<file path="src/rtl/puks_pkg.sv">
// Shared types for the PUKS power sequencer: state encoding, registered output
// levels per state, and the sizing rule for the shared down-counter.
package puks_pkg;

  typedef enum logic [2:0] {
    ST_OFF     = 3'd0,
    ST_PON     = 3'd1,
    ST_RUN     = 3'd2,
    ST_CLR_ALL = 3'd3,
    ST_CLR_MOD = 3'd4,
    ST_POUT    = 3'd5
  } state_e;

  typedef struct packed {
    logic off_n;
    logic pon_n;
    logic pout_n;
    logic clo_n;
    logic clm_n;
    logic busy;
  } outs_t;

  localparam outs_t OUT_OFF = '{off_n: 1'b0, pon_n: 1'b1, pout_n: 1'b1,
                                clo_n: 1'b0, clm_n: 1'b0, busy: 1'b1};
  localparam outs_t OUT_PON = '{off_n: 1'b1, pon_n: 1'b0, pout_n: 1'b1,
                                clo_n: 1'b0, clm_n: 1'b0, busy: 1'b1};
  localparam outs_t OUT_RUN = '{off_n: 1'b1, pon_n: 1'b1, pout_n: 1'b1,
                                clo_n: 1'b1, clm_n: 1'b1, busy: 1'b0};
  localparam outs_t OUT_CLR_ALL = '{off_n: 1'b1, pon_n: 1'b1, pout_n: 1'b1,
                                    clo_n: 1'b0, clm_n: 1'b0, busy: 1'b1};
  localparam outs_t OUT_CLR_MOD = '{off_n: 1'b1, pon_n: 1'b1, pout_n: 1'b1,
                                    clo_n: 1'b1, clm_n: 1'b0, busy: 1'b1};
  localparam outs_t OUT_POUT = '{off_n: 1'b1, pon_n: 1'b1, pout_n: 1'b0,
                                 clo_n: 1'b0, clm_n: 1'b0, busy: 1'b1};

  function automatic outs_t state_outs(input state_e s);
    outs_t o;
    case (s)
      ST_OFF:     o = OUT_OFF;
      ST_PON:     o = OUT_PON;
      ST_RUN:     o = OUT_RUN;
      ST_CLR_ALL: o = OUT_CLR_ALL;
      ST_CLR_MOD: o = OUT_CLR_MOD;
      ST_POUT:    o = OUT_POUT;
      default:    o = OUT_OFF;
    endcase
    return o;
  endfunction

  // Wide enough to hold the largest tick count without wrapping.
  function automatic int cnt_width(input int a, input int b, input int c);
    int m;
    m = a;
    if (b > m) m = b;
    if (c > m) m = c;
    return $clog2(m + 1);
  endfunction

endpackage

</file>
<file path="src/rtl/seq_timer.sv">
// Loadable saturating down-counter shared by every sequencer state.
// done_o flags that the current cycle completes (or has passed) the loaded interval.
module seq_timer #(
  parameter int             W       = 4,
  parameter logic [W-1:0]   RST_VAL = '0
) (
  input  logic         clk,
  input  logic         rst,
  input  logic         load_i,
  input  logic         en_i,
  input  logic [W-1:0] load_val_i,
  output logic         done_o
);

  logic [W-1:0] cnt_q, cnt_d;

  always_comb begin
    cnt_d = cnt_q;
    if (load_i) begin
      cnt_d = load_val_i;
    end else if (en_i && (cnt_q != '0)) begin
      cnt_d = cnt_q - 1'b1;
    end
  end

  always_ff @(posedge clk or posedge rst) begin
    if (rst) begin
      cnt_q <= RST_VAL;
    end else begin
      cnt_q <= cnt_d;
    end
  end

  // A count of 1 means this edge is the N-th of an N-cycle interval.
  assign done_o = (cnt_q <= W'(1));

endmodule

</file>
<file path="src/rtl/puks_seq.sv">
// PUKS power sequencer: qualifies supply status, emits -PON/-POUT strobes and
// arbitrates clear requests into stretched -CLO/-CLM, all outputs registered.
module puks_seq
  import puks_pkg::*;
#(
  parameter int STABLE_TICKS = 16,
  parameter int PULSE_TICKS  = 8,
  parameter int CLR_TICKS    = 8
) (
  input  logic clk,
  input  logic reset,
  input  logic pwr_ok,
  input  logic zoff_,
  input  logic dcl_,
  input  logic rcl_,
  output logic off_,
  output logic pon_,
  output logic pout_,
  output logic clo_,
  output logic clm_,
  output logic busy
);

  localparam int CW = cnt_width(STABLE_TICKS, PULSE_TICKS, CLR_TICKS);
  localparam logic [CW-1:0] STABLE_LD = CW'(STABLE_TICKS);
  localparam logic [CW-1:0] PULSE_LD  = CW'(PULSE_TICKS);
  localparam logic [CW-1:0] CLR_LD    = CW'(CLR_TICKS);

  state_e        state_q, state_d;
  outs_t         outs_q;
  logic          tmr_load, tmr_en, tmr_done;
  logic [CW-1:0] tmr_val;
  logic          pwr_up;

  assign pwr_up = pwr_ok & zoff_;

  seq_timer #(
    .W      (CW),
    .RST_VAL(STABLE_LD)
  ) u_timer (
    .clk       (clk),
    .rst       (reset),
    .load_i    (tmr_load),
    .en_i      (tmr_en),
    .load_val_i(tmr_val),
    .done_o    (tmr_done)
  );

  always_comb begin
    state_d  = state_q;
    tmr_load = 1'b0;
    tmr_en   = (state_q != ST_RUN);
    tmr_val  = STABLE_LD;

    case (state_q)
      ST_OFF: begin
        if (!pwr_up) begin
          tmr_load = 1'b1;
          tmr_val  = STABLE_LD;
        end else if (tmr_done) begin
          state_d  = ST_PON;
          tmr_load = 1'b1;
          tmr_val  = PULSE_LD;
        end
      end

      ST_PON: begin
        if (!pwr_up) begin
          state_d  = ST_POUT;
          tmr_load = 1'b1;
          tmr_val  = PULSE_LD;
        end else if (tmr_done) begin
          state_d = ST_RUN;
        end
      end

      ST_RUN: begin
        if (!pwr_up) begin
          state_d  = ST_POUT;
          tmr_load = 1'b1;
          tmr_val  = PULSE_LD;
        end else if (!dcl_) begin
          state_d  = ST_CLR_ALL;
          tmr_load = 1'b1;
          tmr_val  = CLR_LD;
        end else if (!rcl_) begin
          state_d  = ST_CLR_MOD;
          tmr_load = 1'b1;
          tmr_val  = CLR_LD;
        end
      end

      ST_CLR_ALL: begin
        if (!pwr_up) begin
          state_d  = ST_POUT;
          tmr_load = 1'b1;
          tmr_val  = PULSE_LD;
        end else if (tmr_done && dcl_) begin
          // A pending module reset takes over directly instead of passing through RUN.
          if (!rcl_) begin
            state_d  = ST_CLR_MOD;
            tmr_load = 1'b1;
            tmr_val  = CLR_LD;
          end else begin
            state_d = ST_RUN;
          end
        end
      end

      ST_CLR_MOD: begin
        if (!pwr_up) begin
          state_d  = ST_POUT;
          tmr_load = 1'b1;
          tmr_val  = PULSE_LD;
        end else if (!dcl_) begin
          state_d  = ST_CLR_ALL;
          tmr_load = 1'b1;
          tmr_val  = CLR_LD;
        end else if (tmr_done && rcl_) begin
          state_d = ST_RUN;
        end
      end

      ST_POUT: begin
        // Runs to completion regardless of the supply coming back.
        if (tmr_done) begin
          state_d  = ST_OFF;
          tmr_load = 1'b1;
          tmr_val  = STABLE_LD;
        end
      end

      default: begin
        state_d  = ST_OFF;
        tmr_load = 1'b1;
        tmr_val  = STABLE_LD;
      end
    endcase
  end

  always_ff @(posedge clk or posedge reset) begin
    if (reset) begin
      state_q <= ST_OFF;
      outs_q  <= OUT_OFF;
    end else begin
      state_q <= state_d;
      outs_q  <= state_outs(state_d);
    end
  end

  assign off_  = outs_q.off_n;
  assign pon_  = outs_q.pon_n;
  assign pout_ = outs_q.pout_n;
  assign clo_  = outs_q.clo_n;
  assign clm_  = outs_q.clm_n;
  assign busy  = outs_q.busy;

endmodule
</file>
<file path="config.mk">
export PLATFORM = sky130hd
export DESIGN_NAME = puks_seq
export DESIGN_NICKNAME = d
export VERILOG_FILES = /design/src/rtl/puks_pkg.sv /design/src/rtl/seq_timer.sv /design/src/rtl/puks_seq.sv
export SDC_FILE = /design/constraint.sdc
export NUM_CORES = 1
export LEC_CHECK = 0
export BUFFER_PORTS_ARGS = -buffer_cell sky130_fd_sc_hd__buf_2
export CORE_MARGIN = 2
export CORE_UTILIZATION = 45
export CTS_CLUSTER_SIZE = 14
export DETAILED_ROUTE_END_ITERATION = 6
export PLACE_DENSITY = 0.68
export SETUP_SLACK_MARGIN = 0.1
export SLEW_MARGIN = 25
export SYNTH_ARGS = -nofsm -noshare
export SYNTH_HDL_FRONTEND = slang
export SYNTH_SLANG_ARGS = --single-unit
export TNS_END_PERCENT = 1
</file>
<file path="constraint.sdc">
create_clock -name clk -period 1.83 [get_ports clk]
set_input_delay 0.183 -clock clk [delete_from_list [all_inputs] [get_ports clk]]
set_output_delay 0.183 -clock clk [all_outputs]
set_load 0.02 [all_outputs]
</file>
# Word level (Yosys, flattened, before mapping)
# Cells that the tools add are included.
# Widths: inputs -> output; s select.
# word_totals
elab_cells,68
regBits,14
# classes
n_mux,40
n_bitwise,1
add_sub_neg,1
reduce_logical,6
magnitude_cmp,1
eq_ne,11
# op_table
operator,n
$mux 5,12
$mux 3,14
$pmux 6 s5,1
$pmux 5 s5,1
$pmux 3 s6,1
$eq 3x2->1 const B,4
$eq 3x3->1 const B,4
$mux 1,10
$eq 3x1->1 const B,2
$pmux 1 s6,1
$le 5x1->1 const B,1
$reduce_bool 5->1,1
$sub 5x1->5 const B,1
$logic_and 1x1->1,3
$logic_not 3->1,1
$ne 3x2->1 const B,1
$reduce_bool 2->1,1
$and 1x1->1,1

# Logic depth before layout (Yosys ltp)
# Gate-level depths: netlist of the first run.
# depth
ltp_word,8
depth_mapped,7
ltp_nobuf,7

# Hierarchy
# From an unflattened synthesis of the first run, not the netlist that was laid out.
# unflattened
cells_unflattened,108
area_unflattened_um2,954.7
# by_module_without_submodules
module,area_each_um2,seq_area_each_um2,cells_per_inst,instances
puks_seq,611.8,229.0,68,1
seq_timer,342.8,126.4,40,1

# Worst setup path after synthesis of the first run
# OpenSTA, ideal clock, no wires.
# synth_timing
kind,register -> register
startpoint,register state_q[1]
endpoint,register outs_q (netlist bit busy)
n_path_buf,2
arrival_ps,1704
path_stages_with_launch,8
synth_period_minus_slack_ps,1786
slack_ps,44
t_required_ps,1748
setup_ps,82
path_cell_list,dfrtp_1 buf_6 or3b_4 a211oi_2 a221oi_1 or2_1 buf_6 or2_1
# synth_via
elab_chain_len,6
# synth_lines
item,line_no,text
from (decl),puks_seq.sv:29,"state_e state_q, state_d;"
from (signal assigned),puks_seq.sv:146,state_q <= state_d;
$mux 3 (on tied branches),"puks_seq.sv:119, puks_seq.sv:86",
$mux 3 (on tied branches),"puks_seq.sv:115, puks_seq.sv:82",
$mux 3 (on tied branches),"puks_seq.sv:111, puks_seq.sv:78",
$pmux 3 s6 *,puks_seq.sv:55,case (state_q)
$eq 3x3->1 (tied with other cells),puks_pkg.sv:38,case (s)
$pmux 6 s5 *,puks_pkg.sv:38,
to (signal assigned),puks_seq.sv:147,outs_q <= state_outs(state_d);
to (decl),puks_seq.sv:30,outs_t outs_q;
# Every way passes the cells marked *; elsewhere a longest branch is shown, timed or not.
# A chain may end at the register's enable or synchronous reset.

# Worst setup path after layout of the first run
# layout_timing
startpoint,register state_q[0]
endpoint,register outs_q (netlist bit busy)
# Same word-level chain as after synthesis.

==> results of run 1 <==
cell families after synthesis:
kind of cell,Yosys count
fa+ha+maj,3
buf+inv,12
compound gates,28
simple gates,51
flops,14
xor+xnor,2
repair_timing:
item / in CTS / in global routing
hold buffers: 1 / 0
gates resized for setup: 1 / 8
endpoints found under the hold margin: 10 / 0
pin swaps: 3 / 1
buffers inserted: 3 / 0
endpoints found under the setup margin: 5 / 13
gates cloned: 0 / 0
routing by layer:
| metal | vias up | routed length [um] | global-route usage, % |
|---|---|---|---|
| met4 | 0 | 14 | 2.78 |
| met1 | 441 | 938 | 21.5 |
| met2 | 20 | 1120 | 31.8 |
| met5 | - | 0 | 0 |
| met3 | 2 | 79 | 4.85 |
| li1 | 445 | - | - |
per-stage QoR:
stage               utilization (%)  instances
floorplan                         -        110
finish                         60.5        162
global route                   60.5        162
global placement               54.8        154
CTS                            58.7        162
detailed placement             54.8        154
critical path, cell delays in order, from the launching register on:
cell and delay, ns:
dfrtp_1 0.38, or3b_4 0.43, a211oi_4 0.27, a221oi_1 0.12, or2_4 0.27, or2_1 0.22
final timing paths:
check / startpoint / endpoint / slack (ns) / cells after the start
setup / recovery: state_q[0] / busy / 0.09 / 5
hold / removal: zoff_ / state_q[0] / 0.46 / 5
setup reg to reg: state_q[0] / busy / 0.09 / 5
hold reg to reg: u_timer.cnt_q[4] / u_timer.cnt_q[4] / 0.71 / 3
max in group asynchronous: reset / pout_ / 0.98 / 3
min in group asynchronous: reset / u_timer.cnt_q[1] / 0.48 / 3
cells in the mapped netlist (2+ instances only):
| cell | number |
|---|---|
| a211oi_1 | 2 |
| a21oi_1 | 8 |
| dfstp_2 | 4 |
| ha_1 | 3 |
| nor2b_1 | 3 |
| a311oi_1 | 2 |
| nand4_1 | 2 |
| o21ai_1 | 2 |
| inv_1 | 6 |
| nor2_1 | 14 |
| o21ai_0 | 2 |
| or2_1 | 3 |
| nor3_1 | 7 |
| buf_6 | 2 |
| dfrtp_1 | 10 |
| nand3b_1 | 2 |
| clkbuf_1 | 3 |
| nand2b_1 | 2 |
| nand3_1 | 4 |
| nand2_1 | 9 |
| a32oi_1 | 2 |
power by group through the flow:
stage               Combinational [mW]  Clock (mW)  Sequential (mW)
floorplan                        0.753           0            0.607
finish                            1.32       0.222            0.543
global placement                  1.18           0            0.527
CTS                               1.25       0.229            0.526
detailed placement                1.19           0            0.533
global route                      1.46       0.247            0.556
layout make-up:
type                       count  share of cell area [%]
tap                           27                    2.85
timing repair buffer          27                    15.0
clock buffer                   4                    3.06
inverter                       6                    1.90
multi-input combinational     84                    47.3
sequential                    14                    30.0
state kept, by name, summed over array words and instances, names as in the netlist:
signal,flops
u_timer.cnt_q,5
pon_,1
busy,1
clo_,1
off_,1
clm_,1
pout_,1
state_q,3
==> metrics.csv, run 1 <==
stage;metric;value;unit
yosys;synthMuxAreaShare;0;%
cells_and_area;mostFrequentLayoutCells;buf_4, nor2_1, buf_2;
cells_and_area;final_area;0.00119;mm2
timing;fmax;573;MHz
yosys;synth_compound_area_share;21.8;%
place;dp_hpwl;1.49;mm
place;gp_congestion;0.842;
cells_and_area;area_delta_synth_final;26.7;%
critical_path;path_class;reg2reg;
critical_path;worstPathMaxFanout;6;
timing;finalCritPeriodShare;95.4;%
worst_hold_path;hold_path_class;in2reg;
grt;grt_antenna_before_repair;0;
cells_and_area;layout_commonest_cell;buf_4;
power_and_ir_drop;p_total;2.08;mW
floorplan;row_count;16;
clocking;cts_sinks;14;
power_and_ir_drop;power_switching;0.885;mW
power_and_ir_drop;peakVddDrop;0.00106;V
clocking;cts_buffer_depth;2;
grt;grt.overflow.total;0;
critical_path;start_kind;flip-flop;
power_and_ir_drop;p_int;1.20;mW
floorplan;core_area;0.00196;mm2
cells_and_area;diodes;0;
grt;grt_pass1_vias;831;
critical_path;required;2.04;ns
cells_and_area;drive_above_1_share;31.9;%
power_and_ir_drop;clkPwrFrac;10.6;%
yosys;ys_warn_count;0;
cells_and_area;nFillCells;203;
timing;finalSetupViolations;0;
clocking;cts_buffers;3;
timing;whs;0.464;ns
yosys;netlist-cell-type-count;39;
yosys;synth.area.top_cells;dfrtp_1, dfstp_2, nor2_1, a21oi_1, ha_1;
yosys;synthCells;110;
cells_and_area;num-nets-final;145;
yosys;seq_area_frac_synth;38.0;%
clocking;tritoncts;built;
yosys;async_reset_ff_share;100;%
yosys;synth_top_family_by_area;simple AND/OR/NAND/NOR gates;
cells_and_area;regArea;355;um2
floorplan;num_io_pins;12;
timing;report.final.slew_viol_count;0;
clocking;path_clk_slew;0.08;ns
place;place_area;0.00108;mm2
place;place_ws;0.0771;ns
yosys;synthAdderAreaFrac;4.01;%
timing;slew_headroom;64.7;%
yosys;synth-edff-count;0;
yosys;synthFlopType;dfrtp_1;
timing;rsz0062_at_grt;true;
yosys;synth.avg_cell_area;8.51;um2
power_and_ir_drop;leakage;0.530;nW
floorplan;start_util;47.7;%
clocking;clock_latency;0.28;ns
grt;grtUsageTotal;17.7;%
yosys;synthXorXnorAreaFrac;1.87;%
yosys;syn-cell-area;936;um2
yosys;synth.net_count;119;
cells_and_area;multi_input_area;561;um2
timing;tns;0;ns
timing;period_minus_slack;1.74;ns
drt;first_iter_violations;12;
drt;routed_wl;2.15;mm
floorplan;die_y;49.6;um
clocking;htree_num_levels;1;
clocking;clock-root-buffer;clkbuf_4;
timing;hold_viol_final;0;
drt;drtPass1Iterations;4;
grt;grt_max_degree;18;
yosys;ys_ff_latch;14;
drt;wire_per_inst;13.3;um
power_and_ir_drop;p_seq_share;26.1;%
drt;post-route-drc-count;0;
critical_path;endpoint_kind;flip-flop;
yosys;synth_area_leader_cell;dfrtp_1;
timing;tightestPinTransition;0.528;ns
yosys;synth_top_cell_area_share;26.7;%
timing;setup_ws;0.0851;ns
power_and_ir_drop;netSwitchingFraction;42.5;%
grt;grt_pass1_wl;3.46;mm
status;status;complete, no violations;
timing;fin_skew;0.00637;ns
drt;vias_per_cell;5.60;
floorplan;die_w;49.6;um
yosys;synth-simple-area-share;27.8;%
flow_run;maxCapViolations;0;
power_and_ir_drop;power.density;1760;mW/mm2
floorplan;die-area;0.00246;mm2
power_and_ir_drop;pwr-share-comb;63.3;%
place;port_buffers;11;
critical_path;cp.arrival;1.95;ns
drt;ant_nets;0;
drt;via_count;908;
Note: power is estimated with default switching activity, not from simulation.
==> run 2, diff against run 1 <==
--- a/config.mk
+++ b/config.mk
@@ -5,12 +5,11 @@
 export SDC_FILE = /design/constraint.sdc
 export NUM_CORES = 1
 export LEC_CHECK = 0
-export BUFFER_PORTS_ARGS = -buffer_cell sky130_fd_sc_hd__buf_2
 export CORE_MARGIN = 2
 export CORE_UTILIZATION = 45
 export CTS_CLUSTER_SIZE = 14
 export DETAILED_ROUTE_END_ITERATION = 6
-export PLACE_DENSITY = 0.68
+export DONT_BUFFER_PORTS = 1
 export SETUP_SLACK_MARGIN = 0.1
 export SLEW_MARGIN = 25
 export SYNTH_ARGS = -nofsm -noshare
==> run 2 against run 1 <==
Effect of this change:
- worst setup slack improved by 0.0089 ns
- first-iteration DRC count rose to 2.8 times the previous value
- final area fell by 11%
- fmax rose by 0.51%
- power fell by 11%
- critical path depth did not move
- global-route usage fell by 0.58 points
- clock skew fell by 0.0057 ns
- sequential power rose by 12%
- non-clock buffer count fell by 17
- final cell count fell by 11%
==> metrics.csv, run 2 (synthesis results as in run 1) <==
stage;metric;value;unit
worst_hold_path;min_to;state_q[0];
critical_path;worstPathMaxFanout;6;
worst_hold_path;min_from;zoff_;
critical_path;critPathMaxStageDelay;0.43;ns
critical_path;path_class;reg2reg;
clocking;htree_num_levels;1;
timing;slew_headroom;67.2;%
critical_path;path_delay_family;simple AND/OR/NAND/NOR gates;
place;gp_congestion;0.887;
cells_and_area;largest-register;u_timer.cnt_q;
place;port_buffers;0;
cells_and_area;final_core_util;53.8;%
timing;hold_viol_final;0;
drt;via_count;829;
timing;rsz0062_at_grt;true;
cells_and_area;final_area;0.00105;mm2
drt;routed_wl;1.94;mm
timing;finalSetupViolations;0;
place;place_area;998;um2
clocking;tritoncts;built;
critical_path;worstPathCellList;or3b_4 > a211oi_4 > nor3_1 > or2_4 > or2_1;
critical_path;r2r_slack;0.09;ns
cells_and_area;area_delta_synth_final;12.7;%
grt;grt.overflow.total;0;
timing;period_minus_slack;1.74;ns
clocking;clock-root-buffer;clkbuf_4;
critical_path;slowest_stage;or3b_4;
critical_path;r2r_end;busy;
timing;tns;0;ns
timing;finalCritPeriodShare;94.9;%
cells_and_area;mostFrequentLayoutCells;nor2_1, dfrtp_1, nand2_1, buf_4, a21oi_1;
timing;setup_ws;0.0940;ns
floorplan;start_util;47.7;%
grt;grt_pass1_vias;798;
power_and_ir_drop;power.density;1750;mW/mm2
status;status;complete, no violations;
drt;first_iter_violations;33;
drt;vias_per_cell;5.76;
clocking;cts_sinks;14;
timing;tightestPinTransition;0.491;ns
critical_path;r2r_start;state_q[1];
drt;post-route-drc-count;0;
cells_and_area;drive_above_1_share;19.7;%
power_and_ir_drop;leakage;0.448;nW
flow_run;maxCapViolations;0;
critical_path;reg2reg_depth;5;
place;place_ws;0.0827;ns
floorplan;row_count;16;
critical_path;required;2.02;ns
drt;wire_per_inst;13.4;um
grt;grt_max_degree;18;
floorplan;core_area;0.00196;mm2
clocking;path_clk_slew;0.07;ns
grt;grtUsageTotal;17.2;%
timing;report.final.slew_viol_count;0;
floorplan;die_y;49.6;um
floorplan;num_io_pins;12;
grt;grt_pass1_wl;3.33;mm
timing;whs;0.331;ns
grt;grt_antenna_before_repair;0;
timing;fmax;576;MHz
critical_path;path_buf_inv;0;
place;dp_hpwl;1.46;mm
clocking;clock_latency;0.26;ns
critical_path;endpoint_kind;flip-flop;
cells_and_area;layout_commonest_cell;nor2_1;
power_and_ir_drop;peakVddDrop;0.000910;V
critical_path;cp.arrival;1.93;ns
worst_hold_path;hold_depth;4;
cells_and_area;reg.largest.list;u_timer.cnt_q x5, state_q x3;
clocking;cts_buffer_depth;2;
floorplan;die_w;49.6;um
clocking;cts_buffers;3;
cells_and_area;diodes;0;
cells_and_area;largest_reg_flops;5;
worst_hold_path;hold_path_class;in2reg;
clocking;post_cts_buffers;0;
cells_and_area;num-nets-final;128;
drt;drtPass1Iterations;4;
timing;fin_skew;0.000698;ns
critical_path;start_kind;flip-flop;
drt;ant_nets;0;
floorplan;die-area;0.00246;mm2
-- run 2: cell count changes in the layout (fill, tap and decap cells not counted), sizes merged --
cell	delta
buf	-17
clkbuf	-1
-- run 2: tightest hold or removal path: stages --
cell,delay (ns)
nand3_1,0.10
nand2_1,0.06
o221ai_1,0.06
buf_4,0.15
-- run 2: how the worst max path moves through the flow --
| stage | start | end | slack, ns | cells after the start |
|---|---|---|---|---|
| global route | state_q[1] | busy | 0.03 | 5 |
| CTS | state_q[0] | busy | 0.09 | 5 |
| global placement | state_q[0] | busy | 0.10 | 5 |
| floorplan | state_q[1] | busy | 0.04 | 7 |
| detailed placement | state_q[0] | busy | 0.08 | 5 |
| finish | state_q[1] | busy | 0.09 | 5 |
-- run 2: area by class of cell --
class                   count  area [um2]
inverters                   6        22.5
fillers                   194         907
repair buffers             10        77.6
clock buffers               3        22.5
flip-flops and latches     14         355
well taps                  27        33.8
multi-input cells          84         543
-- run 2: stage by stage --
step | std cells | total power, mW
3_3_place_gp | 140 | 1.64
2_1_floorplan | 110 | 1.36
5_1_grt | 144 | 2.02
3_5_place_dp | 140 | 1.65
4_1_cts | 144 | 1.81
6_report | 144 | 1.85
-- run 2: power breakdown --
group          switching [mW]  internal [mW]
combinational           0.588          0.490
sequential              0.138          0.472
clock                  0.0823         0.0758
total                   0.809           1.04
-- run 2: repair_timing --
action	4_1_cts	5_1_grt
hold buffers	1	0
resized for setup	0	6
pin swaps	1	2
setup endpoints to repair	1	13
endpoints found under the hold margin	10	0
-- run 2: per-layer routing --
layer / GRT usage [%] / vias up / part of all wire, %
li1: - / 411 / -
met1: 22.7 / 392 / 46
met2: 28.4 / 22 / 49
met3: 4.24 / 4 / 5.0
met4: 3.70 / 0 / 0.31
met5: 0 / - / 0
